[src/rtl/si_payload_pkg.sv]
// Shared types and constants for the time-tag payload extraction stage.
package si_payload_pkg;
  typedef enum logic {HDR, PAYLOAD} payload_state_t;

  localparam int TAG_WIDTH     = 64;
  localparam int TAGS_PER_BEAT = 2;
  localparam int DATA_W        = TAG_WIDTH * TAGS_PER_BEAT;
  localparam int KEEP_W        = DATA_W / 8;

  localparam logic [15:0] KEEP_ONE_TAG  = 16'h00FF;
  localparam logic [15:0] KEEP_TWO_TAGS = 16'hFFFF;

  localparam int HEADER_WORDS_DEFAULT = 2;
  localparam int SEQ_LSB_DEFAULT      = 64;

  // A payload beat must carry either one whole tag or two.
  function automatic logic keep_aligned(input logic [15:0] keep);
    return (keep == KEEP_ONE_TAG) || (keep == KEEP_TWO_TAGS);
  endfunction
endpackage

[src/rtl/si_axis_skid_slice.sv]
// Generic 2-entry AXI-Stream register slice: main + skid register, registered upstream ready.
module si_axis_skid_slice #(
  parameter int DATA_W = 128,
  parameter int KEEP_W = 16
) (
  input  logic              clk,
  input  logic              rst,
  input  logic              in_valid,
  output logic              in_ready,
  input  logic [DATA_W-1:0] in_data,
  input  logic [KEEP_W-1:0] in_keep,
  input  logic              in_last,
  output logic              out_valid,
  input  logic              out_ready,
  output logic [DATA_W-1:0] out_data,
  output logic [KEEP_W-1:0] out_keep,
  output logic              out_last
);
  logic              skid_valid;
  logic [DATA_W-1:0] skid_data;
  logic [KEEP_W-1:0] skid_keep;
  logic              skid_last;
  logic              in_fire, main_free;

  assign in_fire   = in_valid && in_ready;
  assign main_free = !out_valid || out_ready;

  // in_ready always mirrors !skid_valid, so a full skid never sees an input fire.
  always_ff @(posedge clk) begin
    if (rst) begin
      out_valid  <= 1'b0;
      skid_valid <= 1'b0;
      in_ready   <= 1'b1;
      out_data   <= '0;
      out_keep   <= '0;
      out_last   <= 1'b0;
      skid_data  <= '0;
      skid_keep  <= '0;
      skid_last  <= 1'b0;
    end else if (main_free) begin
      if (skid_valid) begin
        out_valid  <= 1'b1;
        out_data   <= skid_data;
        out_keep   <= skid_keep;
        out_last   <= skid_last;
        skid_valid <= 1'b0;
        in_ready   <= 1'b1;
      end else begin
        out_valid <= in_fire;
        if (in_fire) begin
          out_data <= in_data;
          out_keep <= in_keep;
          out_last <= in_last;
        end
      end
    end else if (in_fire) begin
      skid_valid <= 1'b1;
      skid_data  <= in_data;
      skid_keep  <= in_keep;
      skid_last  <= in_last;
      in_ready   <= 1'b0;
    end
  end
endmodule

[src/rtl/si_payload_extractor.sv]
// Strips header beats from time-tag packets, captures the sequence number and
// forwards payload beats through a registered slice.
module si_payload_extractor
  import si_payload_pkg::*;
#(
  parameter int HEADER_WORDS = HEADER_WORDS_DEFAULT,  // 2 or 3
  parameter int SEQ_WORD     = 1,
  parameter int SEQ_LSB      = SEQ_LSB_DEFAULT
) (
  input  logic              clk,
  input  logic              rst,
  input  logic              s_axis_tvalid,
  output logic              s_axis_tready,
  input  logic [DATA_W-1:0] s_axis_tdata,
  input  logic [KEEP_W-1:0] s_axis_tkeep,
  input  logic              s_axis_tlast,
  output logic              m_axis_tvalid,
  input  logic              m_axis_tready,
  output logic [DATA_W-1:0] m_axis_tdata,
  output logic [KEEP_W-1:0] m_axis_tkeep,
  output logic              m_axis_tlast,
  output logic              m_axis_tuser,
  output logic [31:0]       seq_number,
  output logic              seq_valid,
  output logic              runt_packet,
  output logic              misaligned_tag,
  output logic [31:0]       packet_count
);
  localparam logic [1:0] LAST_HDR = 2'(HEADER_WORDS - 1);
  localparam logic [1:0] SEQ_IDX  = 2'(SEQ_WORD);

  payload_state_t state;
  logic [1:0]     word_idx;
  logic           first_payload;
  logic           accept, fwd_valid;

  assign accept       = s_axis_tvalid && s_axis_tready;
  assign fwd_valid    = s_axis_tvalid && (state == PAYLOAD);
  assign m_axis_tuser = 1'b0;

  // Header beats are gated only by the slice's ready, never by downstream.
  si_axis_skid_slice #(.DATA_W(DATA_W), .KEEP_W(KEEP_W)) u_slice (
    .clk       (clk),
    .rst       (rst),
    .in_valid  (fwd_valid),
    .in_ready  (s_axis_tready),
    .in_data   (s_axis_tdata),
    .in_keep   (s_axis_tkeep),
    .in_last   (s_axis_tlast),
    .out_valid (m_axis_tvalid),
    .out_ready (m_axis_tready),
    .out_data  (m_axis_tdata),
    .out_keep  (m_axis_tkeep),
    .out_last  (m_axis_tlast)
  );

  always_ff @(posedge clk) begin
    if (rst) begin
      state          <= HDR;
      word_idx       <= '0;
      first_payload  <= 1'b0;
      seq_number     <= '0;
      seq_valid      <= 1'b0;
      runt_packet    <= 1'b0;
      misaligned_tag <= 1'b0;
      packet_count   <= '0;
    end else begin
      seq_valid      <= 1'b0;
      runt_packet    <= 1'b0;
      misaligned_tag <= 1'b0;
      if (accept) begin
        case (state)
          HDR: begin
            // Captured even if this packet turns out to be a runt.
            if (word_idx == SEQ_IDX) begin
              seq_number <= s_axis_tdata[SEQ_LSB +: 32];
              seq_valid  <= 1'b1;
            end
            if (s_axis_tlast) begin
              runt_packet <= 1'b1;
              word_idx    <= '0;
            end else if (word_idx == LAST_HDR) begin
              state         <= PAYLOAD;
              word_idx      <= '0;
              first_payload <= 1'b1;
            end else begin
              word_idx <= word_idx + 2'd1;
            end
          end
          PAYLOAD: begin
            misaligned_tag <= !keep_aligned(s_axis_tkeep);
            if (first_payload) begin
              packet_count  <= packet_count + 32'd1;
              first_payload <= 1'b0;
            end
            if (s_axis_tlast) state <= HDR;
          end
          default: state <= HDR;
        endcase
      end
    end
  end
endmodule

[config.mk]
export PLATFORM = sky130hd
export DESIGN_NAME = si_payload_extractor
export DESIGN_NICKNAME = d
export VERILOG_FILES = /design/src/rtl/si_payload_pkg.sv /design/src/rtl/si_axis_skid_slice.sv /design/src/rtl/si_payload_extractor.sv
export SDC_FILE = /design/constraint.sdc
export NUM_CORES = 1
export LEC_CHECK = 0
export CORE_MARGIN = 2
export CORE_UTILIZATION = 40
export CTS_BUF_LIST = sky130_fd_sc_hd__clkbuf_8
export CTS_CLUSTER_DIAMETER = 30
export CTS_CLUSTER_SIZE = 28
export DETAILED_ROUTE_END_ITERATION = 12
export PLACE_DENSITY = 0.67
export SYNTH_ARGS = -nofsm -noshare
export SYNTH_HDL_FRONTEND = slang
export SYNTH_SLANG_ARGS = --single-unit
[constraint.sdc]
create_clock -name clk -period 3.97 [get_ports clk]
set_clock_uncertainty 0.05 [all_clocks]
set_input_delay 0.397 -clock clk [delete_from_list [all_inputs] [get_ports clk]]
set_output_delay 0.397 -clock clk [all_outputs]
set_load 0.005 [all_outputs]
# Yosys cells after proc, flatten, opt, wreduce, memory -nomap -nowiden
# Cells that the tools add are included.
dict set report op_classes {
  addsub 2
  eq_ne 6
  n_mux 20
  n_bitwise 3
  reduce_logical 19
}
# op n
set op_table {}
lappend op_table {{128-bit two-way mux} 2}
lappend op_table {{32-bit by 1-bit adder with 32-bit output, second input constant} 1}
lappend op_table {{16-bit two-way mux} 2}
lappend op_table {{16-bit == test, second input constant} 1}
lappend op_table {{16-bit by 8-bit == test with 1-bit output, second input constant} 1}
lappend op_table {{1-bit two-way mux} 12}
lappend op_table {{3-bit AND reduction} 3}
lappend op_table {{2-bit AND reduction} 4}
lappend op_table {{3-bit OR reduction} 2}
lappend op_table {{2-bit two-way mux} 2}
lappend op_table {{2-bit inequality test, second input constant} 2}
lappend op_table {{1-bit one-hot mux with 2 select lines} 2}
lappend op_table {{2-bit nonzero test} 2}
lappend op_table {{1-bit logical AND} 3}
lappend op_table {{1-bit NOT} 3}
lappend op_table {{2-bit by 1-bit adder with 2-bit output, second input constant} 1}
lappend op_table {{2-bit by 1-bit == test with 1-bit output, second input constant} 1}
lappend op_table {{1-bit zero test} 2}
lappend op_table {{1-bit logical OR} 2}
lappend op_table {{2-bit by 1-bit inequality test with 1-bit output, second input constant} 1}
lappend op_table {{2-bit OR reduction} 1}
dict set report word_totals {
  ff_bits 364
}

# Depth between registers and ports, before layout
# Gate-level depths: netlist (run 1).
dict set report logic_depth {
  ltp_word 4
  ltp_mapped 7
  ltp_nobuf 5
}

# By module
# From an unflattened synthesis (run 1), not the netlist that was laid out.
dict set report hier_totals {
  hier_cells 1664
  hier_area_um2 14903.0
}
# mod instances cells_per_inst area_per_inst_um2 seq_area_each_um2
set modules_own_cells {}
lappend modules_own_cells {si_axis_skid_slice 1 1305 11895.2 5865.6}
lappend modules_own_cells {si_payload_extractor 1 359 3007.9 1421.4}

# Least setup slack after synthesis (run 1)
# Ideal clock, no wire load.
dict set report synth_timing {
  path_type {flip-flop to flip-flop}
  start {register packet_count[4]}
  end {register packet_count[19]}
  arrival_ns 1.804
  required_time_ns 3.799
  path_slack_ns 1.995
  path_stages_with_launch 7
  path_buffers 2
  synth_period_minus_slack_ns 1.975
  path_cell_list {dfxtp_1 nand4_2 or4_1 buf_6 buf_6 nor3_1 mux2_2}
}
dict set report synth_between {
  elab_chain_cells 1
}
# item line
set synth_rtl {}
lappend synth_rtl {{start: declaration} si_payload_extractor.sv:27} ;# output logic [31:0] packet_count
lappend synth_rtl {{start signal: assignment} si_payload_extractor.sv:93} ;# packet_count <= packet_count + 32'd1;
lappend synth_rtl {{32-bit by 1-bit adder with 32-bit output} si_payload_extractor.sv:93}
# No other way between the ends.
# A chain may end at the register's enable or synchronous reset.

# Final worst setup path (run 1)
dict set report layout_timing {
  start {register u_slice.in_ready}
  end {register packet_count[23]}
}
dict set report layout_between {
  elab_chain_cells 2
}
# item line
set layout_rtl {}
lappend layout_rtl {{start: declaration} si_axis_skid_slice.sv:9} ;# output logic in_ready,
lappend layout_rtl {{start signal: assignment} si_axis_skid_slice.sv:33} ;# in_ready <= 1'b1;
lappend layout_rtl {{start signal: assignment} si_axis_skid_slice.sv:47} ;# in_ready <= 1'b1;
lappend layout_rtl {{start signal: assignment} si_axis_skid_slice.sv:61} ;# in_ready <= 1'b0;
lappend layout_rtl {{1-bit logical AND} si_payload_extractor.sv:37} ;# assign accept = s_axis_tvalid && s_axis_tready;
lappend layout_rtl {{3-bit AND reduction (no source line)} n/a}
# No other way between the ends.

==> results of run 1 <==
## flip-flops by register name, summed over array words and instances, names as in the netlist
signal              count
seq_number             32
u_slice.skid_keep      16
packet_count           32
word_idx                2
misaligned_tag          1
runt_packet             1
first_payload           1
u_slice.out_keep       16
u_slice.skid_data     128
u_slice.skid_valid      1
u_slice.out_data      128
u_slice.out_valid       1
state                   1
u_slice.out_last        1
u_slice.skid_last       1
u_slice.in_ready        1
seq_valid               1
## path summary, 6_finish.rpt
path	slack, ps	cells past startpoint	from	to
min	260	2	rst	u_slice.skid_data[15]
min reg2reg	400	2	u_slice.skid_data[6]	u_slice.skid_data[6]
max	1540	4	u_slice.in_ready	packet_count[23]
max reg2reg	1540	4	u_slice.in_ready	packet_count[23]
## Yosys cell counts (all sizes together) (3+ instances only)
library cell    n  area [µm²]
mux2           11         124
nand3          14        70.1
nor3           11        55.1
nand2         366        1370
and4            3        26.3
clkbuf        113         424
nand4          14        93.8
nor2b          12        75.1
or4             5        37.5
o41ai           5        43.8
and3            3        18.8
nand4bb         4        45.0
xor2            6        52.6
nor4           10        62.6
nor2          172         646
o31ai           5        37.5
dfxtp         364        7290
a21oi         192         961
mux2i         145        1450
a211oi        146        1100
inv             6        22.5
buf            23         111
## per-stage QoR
step	power, mW	cells	utilization (%)	cell area, µm²
floorplan	3.97	1652	-	14300
global placement	4.27	2357	51.4	18200
detailed placement	4.28	2357	51.4	18200
CTS	9.64	2521	57.5	20400
global route	9.87	2522	57.5	20400
finish	9.52	2524	57.5	20400
## report_power, final
part | internal [mW] | leakage, nW | total, mW | switching [mW]
clock | 3.42 | 1.12 | 5.32 | 1.90
sequential | 3.70 | 2.94 | 3.72 | 0.0222
combinational | 0.260 | 2.50 | 0.481 | 0.220
total | 7.38 | 6.56 | 9.52 | 2.14
## cell type report
cell class	instances	share of cell area (%)
flip-flops and latches	364	35.8
multi-input cells	1146	31.7
inverters	6	0.111
well taps	461	2.83
clock inverters	63	3.77
diodes	3	0.0369
clock buffers	101	6.82
repair buffers	380	18.9
## cell usage in the layout (no fill, tap or decap), drive strengths merged, types with 12 or more instances in the layout
master         count
a211oi           146
a21oi            192
buf               19
bufinv            16
clkbuf           101
clkdlybuf4s50    361
clkinv            17
dfxtp            364
inv               25
mux2i            145
nand2            366
nand3             14
nand4             14
nor2             172
nor2b             12
## logic make-up (layout without fill, tap and decap cells)
| group | count (synthesis) | count (layout) | share of synthesized area [%] |
|---|---|---|---|
| AOI/OAI and AO/OA | 357 | 357 | 15.4 |
| and+or+nand+nor | 623 | 623 | 18.0 |
| buffers and inverters | 142 | 550 | 3.91 |
| muxes | 156 | 156 | 11.0 |
| other | 1 | 4 | 0.0263 |
| xor gates and xnor gates | 8 | 8 | 0.491 |
| adders and majority gates | 1 | 1 | 0.0876 |
| DFF | 364 | 364 | 51.0 |
## per-layer routing
| layer | track usage (%) | up-vias | routed length [µm] |
|---|---|---|---|
| li1 | - | 6421 | - |
| met5 | 0 | - | 13 |
| met4 | 9.97 | 2 | 1450 |
| met1 | 26.8 | 5932 | 17600 |
| met2 | 34.9 | 328 | 19400 |
| met3 | 6.44 | 90 | 2690 |
==> flow_summary_export.csv, run 1 <==
group,metric,value,unit
run_status,outcome,"completed",
clocking,numCtsBuffers,88,
power_and_ir_drop,leakagePower,6.56,nW
die,core_area,35400,µm²
min_path,hold_class,"input pin to flop",
clocking,cts-root-buf,"clkbuf_8",
placement,io_buffers,362,
run,drv_cap,0,
sta,min_period,2430,ps
synthesis,ys_seq_area_share,51.0,%
worst_setup_path,worst_setup_path_start_kind,"flop",
synthesis,syn_avg_cell_area,8.64,µm²
routing,first_pass_iters,5,
synthesis,synth_ff_type,"dfxtp_1",
clocking,clock_path_buffers,3,
clocking,hold_buffers,0,
global_route,grt_max_degree,147,
synthesis,yosys_warnings,0,
sta,hold_ws,258,ps
power_and_ir_drop,powerDensity,467,nW/µm²
synthesis,synth_cell_types,43,
worst_setup_path,critPathBufInv,0,
global_route,grt_pass1_vias,12400,
layout,seq_area,7290,µm²
die,pin_count,364,
global_route,grt_usage,21.7,%
layout,num-fill-cells,3205,
sta,setup_viol,0,
routing,drt.antenna.violating_nets,0,
clocking,postCtsSetupRepairBufs,0,
worst_setup_path,worst_path_largest_cell_delay,540,ps
power_and_ir_drop,ir_worst_vdd,298,µV
clocking,clkTransAtPathRegs,60,ps
die,placementRows,69,
synthesis,synth-edff-count,0,
layout,syn_to_final_growth,42.6,%
layout,drive_gt1_share,9.08,%
global_route,antenna_found_initial,3,
synthesis,syn-cell-area,14300,µm²
routing,vias,12800,
synthesis,ys_async_sr_fraction,0,%
die,die_y,193,µm
clocking,cts_tree,"built",
die,initial_core_util,40.3,%
placement,hpwl,25600,µm
die,die_area,37200,µm²
sta,timing.slew.headroom,14.2,%
sta,fin_ws,1540,ps
sta,tightest_slew,1290,ps
layout,fin_nets,2136,
routing,wl_per_cell,16.3,µm
routing,drt_iter0_markers,543,
sta,rsz0062_at_grt,"false",
worst_setup_path,cp-end-kind,"flop",
clocking,cts_resized,0,
die,fp.dieW,193,µm
worst_setup_path,slowest_stage,"nand3_1",
synthesis,syn-num-nets,1802,
worst_setup_path,path_max_fanout,15,
clocking,h-tree-depth,3,
synthesis,postSynthCellCount,1652,
sta,tns,0,ps
sta,fin_crit_sh,61.2,%
layout,multi_input_area,6460,µm²
worst_setup_path,path_class,"flop to flop",
routing,drc,0,
global_route,grt_first_pass_wirelength,64600,µm
clocking,clock-sinks,364,
worst_setup_path,path_delay_family,"simple AND/OR/NAND/NOR gates",
worst_setup_path,arrival,2860,ps
synthesis,synth-seq-cells,364,
worst_setup_path,crit_path_cell_trace,"and3_1 > nand3_1 > nor4_1 > mux2_2",
routing,drt_wl_total,41200,µm
clocking,clk_latency,630,ps
global_route,gr-total-overflow,0,
sta,slew_violations,0,
routing,via_per_inst,5.06,
placement,post-place-ws,1040,ps
worst_setup_path,cp_data_required_time,4410,ps
placement,gp_congestion,0.787,
sta,hold_viol_final,0,
sta,achievable-frequency,0.412,GHz
No activity file was read; power rests on OpenSTA's default activity.
==> run 2, diff against run 1 <==
- clock period: 3.97 -> 2.33 ns (I/O delays scaled with it)
==> flow_summary_export.csv, run 2 (synthesized netlist as in run 1, its figures left out) <==
group,metric,value,unit
die,die_y,193,µm
placement,io_buffers,362,
layout,num-fill-cells,3181,
global_route,grt_first_pass_wirelength,63300,µm
sta,tns,0,ps
layout,fin_nets,2148,
worst_setup_path,worst_setup_path_start_kind,"flop",
worst_setup_path,cp-end-kind,"flop",
layout,drive_gt1_share,9.40,%
clocking,clk_latency,620,ps
sta,timing.slew.headroom,53.5,%
clocking,h-tree-depth,3,
routing,wl_per_cell,16.2,µm
global_route,grt_usage,21.2,%
worst_setup_path,cp_data_required_time,2770,ps
sta,min_period,2070,ps
power_and_ir_drop,p_int,12.0,mW
die,fp.dieW,193,µm
global_route,grt_max_degree,96,
run,drv_cap,0,
layout,multi_input_area,6470,µm²
min_path,holdPathStages,3,
sta,hold_viol_final,0,
routing,drt_wl_total,41100,µm
clocking,clock_path_buffers,3,
power_and_ir_drop,powerDensity,755,nW/µm²
die,pin_count,364,
power_and_ir_drop,seqPwrFrac,41.0,%
layout,mostFrequentLayoutCell,"nand2_1",
global_route,antenna_found_initial,5,
clocking,numCtsBuffers,79,
routing,drt_iter0_markers,625,
placement,hpwl,26400,µm
clocking,cts-root-buf,"clkbuf_8",
placement,gp_congestion,0.801,
worst_setup_path,path_max_fanout,8,
worst_setup_path,ff2ff_path_depth,5,
routing,drt.antenna.violating_nets,0,
sta,slew_violations,0,
layout,syn_to_final_growth,43.2,%
sta,rsz0062_at_grt,"false",
clocking,clock-sinks,364,
power_and_ir_drop,p_clk_share,53.6,%
global_route,gr-total-overflow,0,
sta,tightest_slew,698,ps
power_and_ir_drop,p_sw_share,22.3,%
die,placementRows,69,
clocking,cts_tree,"built",
worst_setup_path,path_class,"flop to flop",
die,initial_core_util,40.3,%
routing,via_per_inst,5.08,
routing,drc,0,
worst_setup_path,arrival,2510,ps
min_path,hold_class,"input pin to flop",
routing,vias,12900,
power_and_ir_drop,ir_worst_vdd,507,µV
routing,first_pass_iters,5,
layout,seq_area,7290,µm²
sta,setup_viol,0,
die,die_area,37200,µm²
die,core_area,35400,µm²
layout,finalInstanceArea,20400,µm²
sta,fin_crit_sh,88.9,%
run_status,outcome,"completed",
layout,top_regs,"u_slice.out_data: 128 flops, u_slice.skid_data: 128 flops",
global_route,grt_pass1_vias,12000,
layout,layout_common_cells,"nand2_1 (365), dfxtp_1 (363), clkdlybuf4s50_1 (361), a21oi_1 (192), nor2_1 (170)",
sta,achievable-frequency,0.483,GHz
clocking,clkTransAtPathRegs,50,ps
power_and_ir_drop,p_comb_share,5.4,%
power_and_ir_drop,p_sw,3.45,mW
power_and_ir_drop,leakagePower,6.59,nW
placement,place_area,18500,µm²
sta,hold_ws,134,ps
[run 2: final timing paths]
check                                         endpoint             startpoint  slack (ps)
worst max-delay path                  packet_count[19]       u_slice.in_ready         260
worst min-delay path            u_slice.skid_data[100]      s_axis_tdata[100]         130
worst max register to register        packet_count[19]       u_slice.in_ready         260
worst min register to register   u_slice.skid_data[22]  u_slice.skid_data[22]         400
[run 2: repair_timing]
| action | in CTS | in global routing |
|---|---|---|
| endpoints found under the hold margin | 27 | 0 |
| setup buffers | 0 | 0 |
| gates resized for setup | 0 | 1 |
| setup endpoints to repair | 0 | 2 |
| hold buffers | 1 | 0 |
[run 2: worst max-delay path: stages (launching register included)]
cell,delay (ps)
dfxtp_1,450
and3_1,260
nand3_1,330
buf_4,300
nor3_1,200
mux2_2,350
[run 2: final cells by class]
| cell class | count | share of cell area [%] |
|---|---|---|
| antenna | 5 | 0.0612 |
| clock buffer | 92 | 6.19 |
| clock inverter | 55 | 3.25 |
| inverter | 6 | 0.110 |
| multi-input combinational | 1146 | 31.6 |
| sequential | 364 | 35.7 |
| tap | 461 | 2.82 |
| timing repair buffer | 401 | 20.3 |
[run 2: through the flow]
step / worst slack, ps / power, mW / instances / utilization [%]
floorplan: 355 / 6.76 / 1652 / -
global placement: 80.3 / 7.29 / 2377 / 52.2
detailed placement: 76.4 / 7.30 / 2377 / 52.2
CTS: 140 / 15.7 / 2525 / 57.7
global route: 151 / 16.0 / 2529 / 57.8
finish: 260 / 15.4 / 2530 / 57.8
[run 2: metal layers]
layer  GRT usage (%)  vias up  wire (µm)
met1            26.6     5964      17600
met2            33.0      374      19200
met3            7.13       81       3040
met5               0        -          0
met4            9.56        0       1310
li1                -     6444          -
[run 2: power groups by stage]
stage / logic [mW] / clock network (mW) / registers [mW]
after floorplan: 0.288 / 0 / 6.47
after global placement: 0.826 / 0 / 6.46
after detailed placement: 0.836 / 0 / 6.47
after CTS: 0.843 / 8.47 / 6.33
after global routing: 0.906 / 8.80 / 6.34
final: 0.837 / 8.27 / 6.33
